File: src/rtl/serial_add_pkg.sv
// Shared types and helpers for the bit-serial adder/subtractor controller.
package serial_add_pkg;

  typedef enum logic {
    IDLE = 1'b0,
    RUN  = 1'b1
  } state_t;

  // One extra bit so cnt can count up to WIDTH, which also keeps WIDTH=1 legal.
  function automatic int unsigned cnt_width(input int unsigned width);
    return $clog2(width) + 1;
  endfunction

endpackage

File: src/rtl/fa_bit.sv
// Combinational one-bit full adder, time-shared by the serial controller.
module fa_bit (
  input  logic a,
  input  logic b,
  input  logic ci,
  output logic s,
  output logic co
);

  assign s  = a ^ b ^ ci;
  assign co = (a & b) | (ci & (a ^ b));

endmodule

File: src/rtl/serial_add_ctrl.sv
// Bit-serial add/subtract controller: LSB-first, one bit per clock through a
// single fa_bit, with a start/busy/done handshake and registered results.
module serial_add_ctrl
  import serial_add_pkg::*;
#(
  parameter int unsigned WIDTH = 8
) (
  input  logic             clk,
  input  logic             rst_n,
  input  logic             start,
  input  logic             sub,
  input  logic [WIDTH-1:0] a,
  input  logic [WIDTH-1:0] b,
  input  logic             cin,
  output logic             busy,
  output logic             done,
  output logic [WIDTH-1:0] sum,
  output logic             cout,
  output logic             ovf
);

  localparam int unsigned     CntW    = cnt_width(WIDTH);
  localparam logic [CntW-1:0] LastCnt = CntW'(WIDTH - 1);

  state_t            state_q, state_d;
  logic [CntW-1:0]   cnt_q, cnt_d;
  logic [WIDTH-1:0]  opa_q, opa_d;
  logic [WIDTH-1:0]  opb_q, opb_d;
  logic [WIDTH-1:0]  acc_q, acc_d;
  logic [WIDTH-1:0]  sum_q, sum_d;
  logic              carry_q, carry_d;
  logic              cout_q, cout_d;
  logic              ovf_q, ovf_d;
  logic              done_q, done_d;
  logic              fa_s, fa_co;
  logic              last_bit;

  fa_bit u_fa (
    .a  (opa_q[0]),
    .b  (opb_q[0]),
    .ci (carry_q),
    .s  (fa_s),
    .co (fa_co)
  );

  assign last_bit = (cnt_q == LastCnt);

  always_ff @(posedge clk or negedge rst_n) begin
    if (!rst_n) begin
      state_q <= IDLE;
      cnt_q   <= '0;
      opa_q   <= '0;
      opb_q   <= '0;
      acc_q   <= '0;
      sum_q   <= '0;
      carry_q <= 1'b0;
      cout_q  <= 1'b0;
      ovf_q   <= 1'b0;
      done_q  <= 1'b0;
    end else begin
      state_q <= state_d;
      cnt_q   <= cnt_d;
      opa_q   <= opa_d;
      opb_q   <= opb_d;
      acc_q   <= acc_d;
      sum_q   <= sum_d;
      carry_q <= carry_d;
      cout_q  <= cout_d;
      ovf_q   <= ovf_d;
      done_q  <= done_d;
    end
  end

  always_comb begin
    state_d = state_q;
    unique case (state_q)
      IDLE:    if (start) state_d = RUN;
      RUN:     if (last_bit) state_d = IDLE;
      default: state_d = IDLE;
    endcase
  end

  always_comb begin
    cnt_d   = cnt_q;
    opa_d   = opa_q;
    opb_d   = opb_q;
    acc_d   = acc_q;
    sum_d   = sum_q;
    carry_d = carry_q;
    cout_d  = cout_q;
    ovf_d   = ovf_q;
    done_d  = 1'b0;
    unique case (state_q)
      IDLE: begin
        if (start) begin
          opa_d   = a;
          // Subtract is a + ~b + 1: invert b once here, seed the carry with 1.
          opb_d   = sub ? ~b : b;
          carry_d = sub | cin;
          cnt_d   = '0;
          acc_d   = '0;
        end
      end
      RUN: begin
        acc_d            = acc_q >> 1;
        acc_d[WIDTH-1]   = fa_s;
        opa_d            = opa_q >> 1;
        opb_d            = opb_q >> 1;
        carry_d          = fa_co;
        cnt_d            = cnt_q + CntW'(1);
        if (last_bit) begin
          sum_d  = acc_d;
          cout_d = fa_co;
          ovf_d  = carry_q ^ fa_co;
          done_d = 1'b1;
        end
      end
      default: ;
    endcase
  end

  assign busy = (state_q == RUN);
  assign done = done_q;
  assign sum  = sum_q;
  assign cout = cout_q;
  assign ovf  = ovf_q;

endmodule

File: config.mk
export PLATFORM = sky130hd
export DESIGN_NAME = serial_add_ctrl
export DESIGN_NICKNAME = d
export VERILOG_FILES = /design/src/rtl/serial_add_pkg.sv /design/src/rtl/fa_bit.sv /design/src/rtl/serial_add_ctrl.sv
export SDC_FILE = /design/constraint.sdc
export NUM_CORES = 1
export LEC_CHECK = 0
export CAP_MARGIN = 20
export CORE_MARGIN = 4
export CORE_UTILIZATION = 51
export DETAILED_ROUTE_END_ITERATION = 8
export PLACE_DENSITY = 0.76
export SYNTH_ARGS = -nofsm -noshare
export SYNTH_HDL_FRONTEND = slang
export SYNTH_HIERARCHICAL = 1
export SYNTH_SLANG_ARGS = --single-unit
File: constraint.sdc
create_clock -name clk -period 1.6 [get_ports clk]
set_input_delay 0.24 -clock clk [delete_from_list [all_inputs] [get_ports clk]]
set_output_delay 0.24 -clock clk [all_outputs]
set_load 0.02 [all_outputs]
# --- Word-level counts from Yosys, hierarchy flattened ---
# Index checks and enable logic that the tools add are counted.
totals:
  elab_cells: 39
  inputBits: 21
  reg_bits: 41
  output_inout_bits: 12
classes:
  n_eq_ne: 2
  n_mux: 16
  addsub: 1
  bitwise_logic: 9
  n_reduce_logical: 1
op_table:
  columns: ["op", "count"]
  rows:
  - ["8-bit one-hot mux with 2 select lines", 3]
  - ["8-bit 2-to-1 mux", 4]
  - ["8-bit NOT", 1]
  - ["4-bit one-hot mux with 2 select lines", 1]
  - ["1-bit 2-to-1 mux", 5]
  - ["4-bit by 1-bit adder with 4-bit output (second input constant)", 1]
  - ["4-bit by 3-bit equality test with 1-bit output (second input constant)", 1]
  - ["4-bit 2-to-1 mux", 1]
  - ["1-bit one-hot mux with 2 select lines", 2]
  - ["1-bit bitwise XOR", 3]
  - ["1-bit bitwise AND", 2]
  - ["2-bit != test (second input constant)", 1]
  - ["1-bit OR", 2]
  - ["2-bit AND reduction", 1]
  - ["1-bit NOT", 1]

# --- Depth between registers and ports, before layout ---
depth:
  ltp_word: 4
  depth_mapped: 5
  depth_no_buf: 4

# --- Hierarchy ---
# Netlist, hierarchy kept.
modules_own_cells:
  columns: ["module", "area_each_um2", "seq_area_each_um2", "n_inst", "cells_each"]
  rows:
  - ["serial_add_ctrl", 1790.5, 1001.0, 1, 153]
  - ["fa_bit", 20.0, 0.0, 1, 1]

# --- Worst setup path before layout ---
# Ideal clock, no wire load.
synth_timing:
  path_kind: "register -> register"
  startpoint: "register cnt_q[0]"
  endpoint: "register sum_q[0] (netlist: sum[0])"
  path_slack_ns: 0.292
  setup_ns: 0.125
  period_less_slack_ns: 1.308
  stages_incl_launch_ff: 5
  n_path_buf: 1
  required_ns: 1.475
  t_arrival_ns: 1.183
  path_cell_list: "dfrtp_1 ha_1 nand4b_2 buf_6 mux2_4"
synth_between:
  elab_chain_cells: 2
synth_lines:
  columns: ["item", "line_no", "rtl"]
  rows:
  - ["from (decl)", "serial_add_ctrl.sv:26", "logic [CntW-1:0] cnt_q, cnt_d;"]
  - ["from (signal assigned)", "serial_add_ctrl.sv:62", "cnt_q <= cnt_d;"]
  - ["4-bit by 3-bit equality test with 1-bit output", "serial_add_ctrl.sv:46", "assign last_bit = (cnt_q == LastCnt);"]
  - ["2-bit AND reduction (no source line)", null, null]
  - ["to (signal assigned)", "serial_add_ctrl.sv:66", "sum_q <= sum_d;"]
  - ["to (decl)", "serial_add_ctrl.sv:30", "logic [WIDTH-1:0] sum_q, sum_d;"]
# Every way passes these cells.
# A chain may end at the register's enable or synchronous reset.

# --- Worst setup path in the final report ---
layout_timing:
  startpoint: "register sum_q[3] (netlist: sum[3])"
  endpoint: "output sum[3]"
layout_rtl:
  columns: ["item", "line_no", "rtl"]
  rows:
  - ["to (decl)", "serial_add_ctrl.sv:17", "output logic [WIDTH-1:0] sum,"]
# No word-level cell between the ends.

==> impl_results.md <==
* Worst vdd rail ir drop at between 0.5 and 0.6 mV
* Syn-to-layout area delta at 26.3%
* Path class of the lowest-slack min-delay path: in -> async
* Detailed Route WL at between 3 and 4 mm
* Buffer levels on the longest clock path at 2
* Maximum number of pins on one net before global-route repair at 39
* Data arrival at the endpoint of the critical path at approximately 1.3 ns
* Share of Yosys cell area claimed by the top area cell type at between 50 and 60%
* Most common cell after layout, fill and taps aside: sky130_fd_sc_hd__dfrtp_1
* Filler-free cell count of the finished design at 238
* Post-route total power at roughly 3600 µW
* Half-perimeter wire length of the detailed placement result at about 2.3 mm
* Hold violation count in the final report at 0
* TritonCTS clock tree: built
* Drt pass-1 iters at 4
* Number of nets with antenna violations after routing at 0
* Yosys Warn Count at 6
* Count of input and output buffers at 32
* Min cycle time layout at ~1.5 ns
* Most area-hungry cell type in the Yosys netlist: sky130_fd_sc_hd__dfrtp_1
* Total Die Area at between 4000 and 5000 µm²
* Number of vias after detailed routing at ~1,200
* Effective utilization at floorplan at a little over half
* Remaining global-route overflow at 0
* CP max stage delay at around 0.6 ns
* Initial antenna violation count at 0
* Clock Sink Count at 40
* Global-route wire length before repair at approximately 5.4 mm
* Clock insertion delay at the later pin of the skew report at about 0.34 ns
* Status: finished, final reports clean
* Sequential area share after synthesis at 55.3%
* Fraction of final layout cells sized beyond drive strength 1 at between 10% and 20%
* Measured slew at the worst slew-check pin at 0.429 ns
* Number of buffers and inverters on the critical path at 1
* Die Width at 67.6 µm
* Maximum fanout count along the critical path at 2
* Setup-violating endpoint count in the final report at 0
* Crit path capture type: output port
* Overall die height at approximately 68 µm
* Worst clock skew at between 0.007 and 0.008 ns
* Avg Inst Size Synth at ~12 µm²
* Final cycle utilization of the critical path at a little over nine tenths
* CP cell instances: clkdlybuf4s50_1
* Routed vias/inst at slightly above 5
* Required arrival time at the worst endpoint at roughly 1.4 ns
* Post-synth cell types at 21
* Routability Congestion at 0.762
* Leading cell types in the layout, fill and taps excluded: 40 x sky130_fd_sc_hd__dfrtp_1, 23 x sky130_fd_sc_hd__nand2_1, 23 x sky130_fd_sc_hd__o21ai_0
* CP max-delay cell: sky130_fd_sc_hd__clkdlybuf4s50_1
* Total track usage at between 10% and 20%
* Final count of pins violating max slew at 0
* Seq cells post-synth at 40
* Cells after synthesis at 154
* # placed instances at 229
* Residual DRC count at 0
* Number of cell rows at 21
* Post-synthesis cell area at about 1800 µm²
* Number of global-route vias before repair at 1,226
* Most area-consuming cells after synthesis: sky130_fd_sc_hd__dfrtp_1 55%, sky130_fd_sc_hd__mux2i_1 8.3%, sky130_fd_sc_hd__o21ai_0 6.4%, sky130_fd_sc_hd__mux2_4 5.8%, sky130_fd_sc_hd__nand2_1 4.8%
* Cell type group with the largest total delay on the critical path: buffers and inverters
* Leakage power figure at around 0.0012 µW
* Clock edge transition at the registers on the reported setup and hold paths at 0.11 ns
* CP startpoint kind: flop
* Max-capacitance violation count at 0
* Diodes inserted at 0
* Final Net Count at between 200 and 250
* Depth of the CTS H-tree at 2
* Clock root buffer: sky130_fd_sc_hd__clkbuf_4
* Worst setup path class: reg -> out
* Cts bufs inserted at 5
* Wire per inst at 13.2 µm
* DRC violation total after the first TritonRoute iteration at 83
* Cell Pwr Density at between 1500 and 2000 nW/µm²
* Relative slew margins at 71.4%
* Post-synthesis net count at 177
* I/O pin count at 33
* Timing-limited maximum frequency at between 600 and 700 MHz
* Area inside the core boundary at about 3400 µm²
## cells by family (layout without fill, tap and decap cells)
kind of cell | count (synthesis) | count (layout) | synth area share, %
and+or+nand+nor | 37 | 37 | 9.47
DFF | 40 | 40 | 55.3
muxes | 25 | 25 | 16.0
AOI/OAI and AO/OA | 28 | 28 | 8.57
buffers and inverters | 11 | 49 | 3.59
adders and majority gates | 2 | 2 | 1.80
xor gates and xnor gates | 11 | 11 | 5.32
## routing by layer
layer  share of wire (%)  up-vias  track usage (%)
met3                 6.8        6             6.49
met2                  46       31             26.4
li1                    -      597                -
met1                  46      571             18.7
met4                 1.4        0             5.32
met5                   0        -                0
## flip-flops by register name, summed over array words and instances (netlist names)
register	flops
acc_q	7
busy	1
opb_q	8
cout	1
cnt_q	4
opa_q	8
carry_q	1
ovf	1
sum	8
done	1
## timing repair
action,CTS,global route
buffers inserted,0,0
hold buffers,1,0
hold endpoints to repair,18,0
setup endpoints to repair,1,8
resized for setup,1,8
## path summary, 6_finish.rpt
check,from,end,slack (ns),cells past startpoint
max reg2reg,cnt_q[0]$_DFFE_PN0P_,cout$_DFFE_PN0P_,0.22,4
max in group asynchronous,rst_n,opb_q[0]$_DFFE_PN0P_,0.71,3
min in group clk,opa_q[6]$_DFFE_PN0P_,opa_q[5]$_DFFE_PN0P_,0.49,2
min reg2reg,opa_q[6]$_DFFE_PN0P_,opa_q[5]$_DFFE_PN0P_,0.49,2
max,sum[3]$_DFFE_PN0P_,sum[3],0.06,1
min,rst_n,ovf$_DFFE_PN0P_,0.37,2
## synthesized netlist by cell type, drive strengths merged
library cell	n
xnor2	3
clkbuf	1
nand4b	1
buf	9
nand2	23
xor2	8
mux2	10
ha	1
dfrtp	40
mux2i	15
fa	1
nand2b	8
inv	1
a211oi	1
nand3	1
a22o	3
o22ai	1
nor2	4
o21ai	23
## power breakdown
part	switching [µW]	internal, µW	total, µW	leakage, µW
registers	256	1400	1660	0.000521
logic	685	764	1450	0.000623
clock network	295	217	512	0.0000326
total	1240	2380	3620	0.00118
## final cells by class
class                      instances  area (µm²)
timing repair buffer              40         422
clock buffer                       8        58.8
multi-input combinational        103         744
sequential                        40        1000
inverter                           1        3.75
fill                             248        1100
tap                               46        57.6
## through the flow
stage                     cell area [µm²]  util, %  worst slack, ns  hold WS, ns  setup TNS, ns
after floorplan                      1810        -            0.292      -0.0556              0
after global placement               2200     64.9            0.196        0.200              0
after detailed placement             2200     64.9            0.168        0.205              0
after CTS                            2270     66.9           0.0216        0.386              0
after global routing                 2290     67.5         -0.00617        0.382       -0.00617
final                                2290     67.5           0.0614        0.369              0
No activity file was read; power rests on OpenSTA's default activity.
